==> src/rtl/spi_readout_master_if.sv <==
// Signal bundle between the SPI readout master and its user / serial slave.
// start is a one-cycle-sampled request (no ready: it is taken only in IDLE, otherwise flagged as overrun); word_valid is a one-cycle strobe with no back-pressure.
interface spi_readout_master_if #(
   parameter int WIDTH = 12
);
   logic             start;
   logic             sdi;
   logic             sclk;
   logic             cs_n;
   logic [WIDTH-1:0] data_out;
   logic             word_valid;
   logic             busy;
   logic             overrun;
   logic [2:0]       dbg_state;

   modport master (
      input  start, sdi,
      output sclk, cs_n, data_out, word_valid, busy, overrun, dbg_state
   );

   modport slave (
      output start, sdi,
      input  sclk, cs_n, data_out, word_valid, busy, overrun, dbg_state
   );
endinterface

==> src/rtl/spi_readout_master.sv <==
// SPI read master: generates sclk/cs_n from clk by division and assembles
// the slave's MSB-first bit stream into WIDTH-bit words.
module spi_readout_master #(
   parameter int WIDTH   = 12,
   parameter int CLK_DIV = 2
) (
   input logic                  clk,
   input logic                  rst_n,
   spi_readout_master_if.master bus
);

   localparam int CW = (CLK_DIV > 1) ? $clog2(CLK_DIV) : 1;
   localparam int BW = $clog2(WIDTH + 1);
   localparam logic [CW-1:0] CNT_LAST = CW'(CLK_DIV - 1);
   localparam logic [BW-1:0] BIT_LAST = BW'(WIDTH - 1);

   typedef enum logic [2:0] {
      IDLE  = 3'd0,
      SETUP = 3'd1,
      SHIFT = 3'd2,
      HOLD  = 3'd3,
      GAP   = 3'd4
   } state_e;

   state_e           state_q, state_d;
   logic [CW-1:0]    cnt_q, cnt_d;
   logic [BW-1:0]    bit_q, bit_d;
   logic             sclk_q, sclk_d;
   logic             cs_n_q, cs_n_d;
   logic [WIDTH-1:0] shift_q, shift_d;
   logic [WIDTH-1:0] data_q, data_d;
   logic             valid_q, valid_d;
   logic             overrun_q, overrun_d;
   logic             cnt_last;

   assign cnt_last = (cnt_q == CNT_LAST);

   always_ff @(posedge clk) begin
      if (!rst_n) begin
         state_q   <= IDLE;
         cnt_q     <= '0;
         bit_q     <= '0;
         sclk_q    <= 1'b0;
         cs_n_q    <= 1'b1;
         shift_q   <= '0;
         data_q    <= '0;
         valid_q   <= 1'b0;
         overrun_q <= 1'b0;
      end else begin
         state_q   <= state_d;
         cnt_q     <= cnt_d;
         bit_q     <= bit_d;
         sclk_q    <= sclk_d;
         cs_n_q    <= cs_n_d;
         shift_q   <= shift_d;
         data_q    <= data_d;
         valid_q   <= valid_d;
         overrun_q <= overrun_d;
      end
   end

   always_comb begin
      state_d   = state_q;
      cnt_d     = cnt_q;
      bit_d     = bit_q;
      sclk_d    = sclk_q;
      cs_n_d    = cs_n_q;
      shift_d   = shift_q;
      data_d    = data_q;
      valid_d   = 1'b0;
      overrun_d = overrun_q;

      // A request outside IDLE is dropped but remembered until reset.
      if (bus.start && (state_q != IDLE)) begin
         overrun_d = 1'b1;
      end

      unique case (state_q)
         IDLE: begin
            sclk_d = 1'b0;
            cs_n_d = 1'b1;
            if (bus.start) begin
               state_d = SETUP;
               cs_n_d  = 1'b0;
               cnt_d   = '0;
               bit_d   = '0;
            end
         end
         SETUP: begin
            if (cnt_last) begin
               cnt_d   = '0;
               state_d = SHIFT;
            end else begin
               cnt_d = cnt_q + CW'(1);
            end
         end
         SHIFT: begin
            // sclk is low for one half-period after entry, so the first rise
            // lands a full half-period after the slave has driven its MSB.
            if (cnt_last) begin
               cnt_d  = '0;
               sclk_d = ~sclk_q;
               if (!sclk_q) begin
                  shift_d = {shift_q[WIDTH-2:0], bus.sdi};
               end else begin
                  bit_d = bit_q + BW'(1);
                  if (bit_q == BIT_LAST) begin
                     state_d = HOLD;
                  end
               end
            end else begin
               cnt_d = cnt_q + CW'(1);
            end
         end
         HOLD: begin
            if (cnt_last) begin
               cnt_d   = '0;
               cs_n_d  = 1'b1;
               data_d  = shift_q;
               valid_d = 1'b1;
               state_d = GAP;
            end else begin
               cnt_d = cnt_q + CW'(1);
            end
         end
         GAP: begin
            if (cnt_last) begin
               cnt_d   = '0;
               state_d = IDLE;
            end else begin
               cnt_d = cnt_q + CW'(1);
            end
         end
         default: begin
            state_d = IDLE;
            cs_n_d  = 1'b1;
            sclk_d  = 1'b0;
         end
      endcase
   end

   assign bus.sclk       = sclk_q;
   assign bus.cs_n       = cs_n_q;
   assign bus.data_out   = data_q;
   assign bus.word_valid = valid_q;
   assign bus.busy       = (state_q != IDLE);
   assign bus.overrun    = overrun_q;
   assign bus.dbg_state  = state_q;

endmodule
==> src/flat_wrapper.sv <==
// flat-port wrapper written by rule: the top's interface ports become plain ports
module spi_readout_master_flat 
#(
   parameter int WIDTH   = 12,
   parameter int CLK_DIV = 2
)
  (clk, rst_n, bus_start, bus_sdi, bus_sclk, bus_cs_n, bus_data_out, bus_word_valid, bus_busy, bus_overrun, bus_dbg_state);
  spi_readout_master_if #(.WIDTH(WIDTH)) bus_i ();
  input logic clk;
  input logic rst_n;
  input wire logic [$bits(bus_i.start)-1:0] bus_start;
  input wire logic [$bits(bus_i.sdi)-1:0] bus_sdi;
  output wire logic [$bits(bus_i.sclk)-1:0] bus_sclk;
  output wire logic [$bits(bus_i.cs_n)-1:0] bus_cs_n;
  output wire logic [$bits(bus_i.data_out)-1:0] bus_data_out;
  output wire logic [$bits(bus_i.word_valid)-1:0] bus_word_valid;
  output wire logic [$bits(bus_i.busy)-1:0] bus_busy;
  output wire logic [$bits(bus_i.overrun)-1:0] bus_overrun;
  output wire logic [$bits(bus_i.dbg_state)-1:0] bus_dbg_state;
  assign bus_i.start = bus_start;
  assign bus_i.sdi = bus_sdi;
  assign bus_sclk = bus_i.sclk;
  assign bus_cs_n = bus_i.cs_n;
  assign bus_data_out = bus_i.data_out;
  assign bus_word_valid = bus_i.word_valid;
  assign bus_busy = bus_i.busy;
  assign bus_overrun = bus_i.overrun;
  assign bus_dbg_state = bus_i.dbg_state;
  spi_readout_master #(.WIDTH(WIDTH), .CLK_DIV(CLK_DIV)) u_core (.clk(clk), .rst_n(rst_n), .bus(bus_i));
endmodule
==> config.mk <==
export PLATFORM = sky130hd
export DESIGN_NAME = spi_readout_master_flat
export DESIGN_NICKNAME = d
export VERILOG_FILES = /design/src/rtl/spi_readout_master_if.sv /design/src/rtl/spi_readout_master.sv /design/src/flat_wrapper.sv
export SDC_FILE = /design/constraint.sdc
export NUM_CORES = 1
export LEC_CHECK = 0
export BUFFER_PORTS_ARGS = -buffer_cell sky130_fd_sc_hd__buf_4
export CAP_MARGIN = 20
export CELL_PAD_IN_SITES_DETAIL_PLACEMENT = 1
export CELL_PAD_IN_SITES_GLOBAL_PLACEMENT = 1
export CORE_ASPECT_RATIO = 1.75
export CORE_MARGIN = 1
export CORE_UTILIZATION = 40
export DETAILED_ROUTE_END_ITERATION = 8
export PLACE_DENSITY = 0.87
export SYNTH_ARGS = -nofsm -noshare
export SYNTH_HDL_FRONTEND = slang
export SYNTH_SLANG_ARGS = --single-unit
==> constraint.sdc <==
create_clock -name clk -period 2.7 [get_ports clk]
set_input_delay 0.27 -clock clk [delete_from_list [all_inputs] [get_ports clk]]
set_output_delay 0.27 -clock clk [all_outputs]
set_load 0.02 [all_outputs]
# ---- Word-level counts from Yosys, hierarchy flattened
# Cells that the tools add are included.
dict set report totals {
  inputBits 4
  romBits 0
  register_bits 36
  latchBits 0
  mem_bits_rw 0
  out_inout_bits 20
  n_memories 0
  word_cells 63
}
dict set report classes {
  add_sub_neg 2
  n_eq_ne 12
  reduce_logical 16
  n_mul 0
  shifts 0
  n_mux 21
  n_div 0
  bitwise_logic 3
  order_cmp 0
}
# op n
set ops {}
lappend ops {{$mux W3} 7}
lappend ops {{$pmux W3 S5} 1}
lappend ops {{$mux W4} 3}
lappend ops {{$ne A2 B1 Y1 const B} 6}
lappend ops {{$reduce_and A2 Y1} 5}
lappend ops {{$pmux W4 S2} 1}
lappend ops {{$reduce_and A7 Y1} 1}
lappend ops {{$eq A3 B2 Y1 const B} 2}
lappend ops {{$mux W1} 6}
lappend ops {{$reduce_or A3 Y1} 2}
lappend ops {{$add A4 B1 Y4 const B} 1}
lappend ops {{$eq A4 B4 Y1 const B} 1}
lappend ops {{$pmux W1 S2} 2}
lappend ops {{$reduce_and A4 Y1} 1}
lappend ops {{$reduce_bool A2 Y1} 2}
lappend ops {{$reduce_or A4 Y1} 1}
lappend ops {{$eq A3 B1 Y1 const B} 1}
lappend ops {{$eq A3 B3 Y1 const B} 1}
lappend ops {{$logic_not A3 Y1} 1}
lappend ops {{$not A1 Y1} 3}
lappend ops {{$pmux W1 S3} 1}
lappend ops {{$reduce_and A3 Y1} 1}
lappend ops {{$reduce_bool A3 Y1} 1}
lappend ops {{$ne A2 B2 Y1 const B} 1}
lappend ops {{other kinds (2)} 2}

# ---- Longest topological paths before layout
# Gate-level depths: netlist of run 1.
dict set report logic_depth {
  ltp_word 5
  mapped_depth 5
  mapped_depth_nobuf 3
}

# ---- Least setup slack after synthesis of run 1
# Ideal clock, no wire load.
dict set report synth_path {
  path_kind {flip-flop to flip-flop}
  from {register u_core.state_q[0] (netlist: u_core.bus.dbg_state[0])}
  to {register u_core.cnt_q (netlist: u_core.cnt_last)}
  setup_ps 115
  path_stages_with_launch 5
  period_less_slack_ps 1385
  t_required_ps 2585
  path_slack_ps 1315
  n_path_buf 1
  arrival_ps 1269
  path_cell_list {dfxtp_1 > or3_1 > buf_2 > and4_4 > a31o_1}
}
dict set report synth_via {
  elab_chain_len 4
  word_cells_on_any_way 10
  classes_between {eq/ne (5); mux (1); reduce/logical (4)}
}
# item line_no
set synth_lines {}
lappend synth_lines {{start, declared} spi_readout_master.sv:25} ;# state_e state_q, state_d;
lappend synth_lines {{start signal, assigned} spi_readout_master.sv:50} ;# state_q <= state_d;
lappend synth_lines {{$eq A3 B1 Y1, or another cell as far along} spi_readout_master.sv:78} ;# unique case (state_q)
lappend synth_lines {{$reduce_or A4 Y1 (no line)} --}
lappend synth_lines {{$reduce_bool A2 Y1 (no line)} --}
lappend synth_lines {{$reduce_and A2 Y1 (no line)} --}
lappend synth_lines {{end signal, assigned} spi_readout_master.sv:51} ;# cnt_q <= cnt_d;
lappend synth_lines {{end, declared} spi_readout_master.sv:26} ;# logic [CW-1:0] cnt_q, cnt_d;
# Several ways; a longest one is shown, not always the timed one.
# A chain may end at the register's enable or synchronous reset.

# ---- Worst setup path after layout of run 1
dict set report layout_path {
  from {register u_core.state_q[0] (netlist: u_core.bus.dbg_state[0])}
  to {output port bus_busy}
}
dict set report layout_via {
  elab_chain_len 1
}
# item line_no
set layout_lines {}
lappend layout_lines {{$reduce_bool A3 Y1} spi_readout_master.sv:146} ;# assign bus.busy = (state_q != IDLE);
lappend layout_lines {{end, declared} flat_wrapper.sv:17} ;# output wire logic [$bits(bus_i.busy)-1:0] bus_busy;
# No other way between the ends.

==> results of run 1 <==
==> kinds of logic after synthesis <==
| group | count (synthesis) | synth area share, % |
|---|---|---|
| fa+ha+maj | 1 | 0.833 |
| flops | 36 | 48.0 |
| mux | 14 | 9.33 |
| xor+xnor | 1 | 0.583 |
| buf+inv | 15 | 6.74 |
| simple gates | 69 | 23.2 |
| compound gates | 28 | 11.3 |
==> power groups by stage <==
stage	Combinational [uW]	Clock [uW]	Sequential [uW]
2_1_floorplan	53.5	0	562
3_3_place_gp	65.1	0	564
3_5_place_dp	68.6	0	566
4_1_cts	69.0	367	554
5_1_grt	74.6	382	556
6_report	68.3	352	554
==> metal layers <==
metal	wire length, microns	up-vias
met5	0	-
met4	85	0
met3	98	6
met2	1950	21
met1	1250	582
li1	-	589
==> synth_stat cells <==
master,instances,area (sq um)
nand2b_1,3,18.8
nand3b_1,1,7.51
buf_12,1,20.0
o32ai_1,1,8.76
and4_4,1,11.3
nand4_1,1,6.26
nand4b_1,1,8.76
a21oi_1,15,75.1
dfxtp_1,36,721
inv_1,1,3.75
xor2_1,1,8.76
buf_2,5,25.0
a21o_1,1,7.51
nor2b_4,1,13.8
o2111ai_1,1,8.76
and4bb_4,1,16.3
nor3_1,1,5.00
buf_6,2,22.5
or3_1,1,6.26
nand2_1,42,158
a31o_1,1,8.76
mux2i_1,14,140
clkbuf_1,3,11.3
nor2_1,4,15.0
or3b_1,1,8.76
and3_1,3,18.8
nor2b_1,1,6.26
o22ai_1,2,12.5
buf_4,2,15.0
o21ai_1,1,5.00
o21ai_0,2,10.0
clkinv_1,1,3.75
or4b_4,1,13.8
o2bb2ai_1,1,8.76
and4b_1,1,10.0
a211o_1,1,8.76
a32oi_1,1,8.76
o21a_1,1,7.51
nand3_1,5,25.0
ha_1,1,12.5
==> cell type report <==
cell class              instances  area (sq um)
flip-flops and latches         36           721
multi-input cells             113           681
fillers                       429          1880
clock inverters                 1          5.00
inverters                       2          7.51
clock buffers                   6          72.6
well taps                      46          57.6
repair buffers                 23           173
==> critical path, stage by stage, from the launching register on <==
cell,delay [ns]
dfxtp_1,0.45
or3_1,0.51
buf_4,0.19
==> registers in the layout, summed over array words and instances, names as in the netlist <==
name                   count
u_core.bus.overrun         1
u_core.bus.dbg_state       3
u_core.bus.word_valid      1
u_core.bit_q               4
u_core.bus.sclk            1
u_core.bus.cs_n            1
u_core.cnt_last            1
u_core.bus.data_out       12
u_core.shift_q            12
==> worst max-delay path by stage <==
stage                            start                endpoint  slack (ns)  cells after the start
5_1_grt        u_core.bus.dbg_state[0]  u_core.bus.data_out[0]        0.86                      3
6_report       u_core.bus.dbg_state[0]                bus_busy        0.99                      2
3_5_place_dp   u_core.bus.dbg_state[1]       u_core.shift_q[5]         1.0                      3
4_1_cts        u_core.bus.dbg_state[1]       u_core.shift_q[5]        0.97                      3
3_3_place_gp   u_core.bus.dbg_state[1]       u_core.shift_q[6]        1.14                      3
2_1_floorplan  u_core.bus.dbg_state[0]         u_core.cnt_last        1.32                      4
==> placed cells by master (no fill, tap or decap), types with 2 or more instances in the layout <==
cell       n
nand2_1   42
dfxtp_1   36
buf_4     23
a21oi_1   15
mux2i_1   14
nand3_1    5
clkbuf_8   5
nor2_1     4
and3_1     3
nand2b_1   3
o22ai_1    2
o21ai_0    2
==> through the flow <==
| step | hold slack [ns] | cells | setup WS [ns] | power, uW |
|---|---|---|---|---|
| 6_report | 0.248 | 227 | 0.989 | 974 |
| 5_1_grt | 0.257 | 227 | 0.859 | 1010 |
| 4_1_cts | 0.244 | 227 | 0.972 | 990 |
| 3_5_place_dp | 0.448 | 220 | 0.996 | 634 |
| 3_3_place_gp | 0.443 | 220 | 1.14 | 629 |
| 2_1_floorplan | 0.411 | 164 | 1.32 | 616 |
==> reports/metrics.csv, run 1 <==
metric;value;unit
status;completed;
CTS tree;built;
Critical Path AT;1.44;ns
Initial Util;41.8;%
Die Span Y;83.1;microns
Critical R2R Launch;u_core.bus.dbg_state[1];
Power Internal;743;uW
Crit Path Class;register to output pin;
initial antenna violation count;0;
Sw Pwr;231;uW
fin crit share;63.4;%
crit end category;output pin;
I/O pin cnt;24;
WHS Endpoint;u_core.shift_q[0];
Root Buffer;clkbuf_8;
Register-to-Register Setup Slack;1.00;ns
Clock Skew;0.00720;ns
post-synth net total;169;
fin. max-slew vios;0;
endpoints failing setup;0;
HP Start;bus_sdi;
routed len/inst;14.9;microns
first-pass GRT wire length;5.78;mm
vias in the first global route;1292;
post-synthesis cell type count;40;
unrepaired setup endpoints after global routing;false;
total grt overflow;0;
synthesized area;0.00150;sq mm
fin util;47.8;%
clock sinks;36;
Iteration-0 DRC Markers;20;
CP max FO;15;
Pleak;0.000654;uW
I/O Buffers;23;
Fmax achieved;584;MHz
die area;0.00402;sq mm
Post CTS Setup Buffer Count;0;
Tightest Pin Transition;0.631;ns
Area Growth Syn to Fin;14.2;%
DRC viols;0;
post-synthesis register bit count;36;
met1 Track Usage GR;17.9;%
gpl congestion;0.711;
final setup TNS;0;ns
Hold Buf Count CTS;0;
clk slew on worst S/H paths;0.07;ns
Placed Area;0.00164;sq mm
clock network power share;36.1;%
number of detailed-route iterations in the first pass;4;
share of cells above drive strength 1;18.2;%
Register-to-Register Path Depth;3;
crit path launch type;register;
DP HPWL;2.45;mm
nets;186;
antenna cells;0;
Global Route Usage Sum;18.7;%
Die X;48.3;microns
Worst Hold Class;primary input to register;
Worst-Skew Late Latency;0.29;ns
Hold Fails Final Rpt;0;
WHS Path Cells;3;
Via Count;1198;
Max Cap Viol;0;
R2R Path End;u_core.shift_q[5];
Final Cell Area;0.00172;sq mm
Max VDD drop;348;uV
remaining antenna violation count;0;
PD cells;568;mW/mm^2
Post-Synthesis Cells;164;
met3 usage;3.48;%
Sw Ratio;23.7;%
row cnt;29;
htree depth;2;
sequential power share;56.8;%
WL final;3.38;mm
Slew Limit Headroom;57.7;%
Ys Warns;0;
busiest grt layer;met2;
post-CTS sizing;0;
Clock Tree Buf Depth;2;
largest net degree at the start of global routing;27;
Combinational Power Share;7.0;%
sequential-to-total area share from yosys stat;48.0;%
Critical Path RT;2.43;ns
met2 Resource Use GR;36.1;%
core box area;0.00359;sq mm
minimum clock period;1.71;ns
TritonCTS buffer count;5;
vias per inst;5.28;
syn_area_per_cell;9.16;sq um
Note: power is estimated with default switching activity, not from simulation.
==> run 2: changes to the inputs <==
Settings changed: ABC_AREA set to 1, CORE_UTILIZATION 40 to 39, PLACE_DENSITY 0.87 to 0.88.
Clock period 2.7 ns to 1.6 ns, I/O delays scaled along.
==> run 2 against run 1 <==
Against the previous run: synthesized cell count up 23%; final area up 7.8%; critical path depth up 6; sequential share of layout area down 3.0 points; routed wire length up 6.7%; flip-flop and latch count unchanged; core utilization up 2.7 points; critical endpoint is now u_core.cnt_last; largest power group is now clock.
==> reports/metrics.csv, run 2 <==
metric;value;unit
gpl congestion;0.800;
critical path's slowest cell;dfxtp_1;
largest net degree at the start of global routing;26;
Max Cap Viol;0;
crit path launch type;register;
Fmax achieved;686;MHz
Synth Flop Type;dfxtp_1;
nets;229;
total grt overflow;0;
I/O pin cnt;24;
top cell type's share of synthesized area;47.9;%
clock sinks;36;
Tightest Pin Transition;0.497;ns
post-synthesis register bit count;36;
Critical Path AT;1.65;ns
Critical Path RT;1.79;ns
dominant cell type by area after synthesis;dfxtp_1;
Sw Ratio;34.4;%
WL final;3.61;mm
die area;0.00412;sq mm
Sw Pwr;1100;uW
post-synth net total;206;
most common cell after layout, fill and taps aside;nand2_1;
Clock Skew;0.00485;ns
Slew Limit Headroom;66.8;%
I/O Buffers;23;
DRC viols;0;
antenna cells;0;
status;completed;
top cells by area, synth;dfxtp_1 (48%), a21oi_1 (10%), nand2_1 (9.7%);
Die Span Y;84.2;microns
Crit Path Class;register to register;
minimum clock period;1.46;ns
Area Growth Syn to Fin;23.0;%
synthesized area;0.00150;sq mm
first-pass GRT wire length;6.19;mm
vias in the first global route;1425;
Combinational Power Share;32.1;%
final setup TNS;0;ns
TritonCTS buffer count;5;
routed len/inst;13.3;microns
Post-synth EDFFs;0;
crit end category;register;
Iteration-0 DRC Markers;12;
initial antenna violation count;0;
delay-heaviest family, CP;flip-flops;
Post CTS Setup Buffer Count;0;
number of detailed-route iterations in the first pass;4;
fin util;50.5;%
CP cell instances;inv_1 -> nand3_1 -> inv_2 -> buf_4 -> nor3_2 -> o21ai_0 -> nand2_1 -> nor2_1;
syn_area_per_cell;7.48;sq um
unrepaired setup endpoints after global routing;false;
Power Internal;2100;uW
PD cells;1730;mW/mm^2
Hold Fails Final Rpt;0;
Crit path largest cell delay;0.46;ns
Initial Util;41.0;%
Max VDD drop;969;uV
sequential power share;33.2;%
htree depth;2;
remaining antenna violation count;0;
vias per inst;5.07;
endpoints failing setup;0;
Pleak;0.000776;uW
fin. max-slew vios;0;
post-CTS sizing;0;
Clock Tree Buf Depth;2;
sequential-to-total area share from yosys stat;47.9;%
fraction of registers with async set/reset;0;%
most frequent cells in the layout;nand2_1 (39), dfxtp_1 (36), a21oi_1 (31);
most frequent cell after synthesis;nand2_1;
Worst Hold Class;primary input to register;
DP HPWL;2.49;mm
share of cells above drive strength 1;18.7;%
Die X;48.9;microns
Hold Buf Count CTS;0;
clock network power share;34.7;%
CTS tree;built;
fin crit share;91.2;%
clk slew on worst S/H paths;0.07;ns
core box area;0.00366;sq mm
CP max FO;13;
Post-Synthesis Cells;201;
Global Route Usage Sum;19.7;%
post-synthesis cell type count;22;
Root Buffer;clkbuf_8;
WP buf/inv;3;
commonest cells in the synthesized netlist;nand2_1 (39), dfxtp_1 (36), a21oi_1 (31);
Worst-Skew Late Latency;0.29;ns
Via Count;1373;
row cnt;29;
Ys Warns;0;
==> run 2: cells by family (layout without fill, tap and decap cells) <==
kind of cell               after synthesis  after routing  share of synthesized area (%)
AOI/OAI and AO/OA                       41             41                           13.8
xor gates and xnor gates                 1              1                          0.582
buffers and inverters                   28             52                           8.57
adders and majority gates                1              1                          0.832
DFF                                     36             36                           47.9
and+or+nand+nor                         94             94                           28.3
==> run 2: final timing paths <==
path	to	from	cells past startpoint	slack (ns)
worst max register to register	u_core.cnt_last	u_core.bus.dbg_state[2]	8	0.14
worst min-delay path	u_core.bus.overrun	bus_start	3	0.11
worst max-delay path	u_core.cnt_last	u_core.bus.dbg_state[2]	8	0.14
worst min register to register	u_core.bus.data_out[11]	u_core.bus.data_out[11]	2	0.47
==> run 2: final cells by class <==
cell class	count	area [sq um]
Inverter	19	71.3
Sequential cell	36	721
Clock buffer	5	68.8
Timing Repair Buffer	25	188
Tap cell	46	57.6
Clock inverter	3	90.1
Multi-Input combinational cell	137	654
Fill cell	475	1810
==> run 2: power by group through the flow <==
stage	Sequential [uW]	Clock [uW]	Combinational, uW
2_1_floorplan	1130	0	709
3_3_place_gp	1080	0	1010
3_5_place_dp	1090	0	1030
4_1_cts	1070	1140	1040
5_1_grt	1080	1170	1160
6_report	1060	1110	1030
==> run 2: tightest hold or removal path, cell delays in order <==
cell	delay, ns
buf_4	0.08
a21oi_1	0.05
nor2_1	0.07
==> run 2: metal layers <==
metal	track usage (%)	vias up	wire, microns
li1	-	690	-
met5	0	-	0
met3	4.35	8	73
met1	19.5	657	1430
met2	37.2	18	2010
met4	9.89	0	91
==> run 2: stage by stage <==
step / cells / total power [uW] / hold slack [ns] / setup WS, ns / instance area, sq um
finish: 271 / 3200 / 0.110 / 0.141 / 1850
global route: 271 / 3420 / 0.152 / 0.000236 / 1850
CTS: 271 / 3250 / 0.107 / 0.133 / 1850
detailed placement: 263 / 2110 / 0.416 / 0.179 / 1690
global placement: 263 / 2090 / 0.403 / 0.239 / 1690
floorplan: 201 / 1840 / 0.298 / 0.249 / 1500
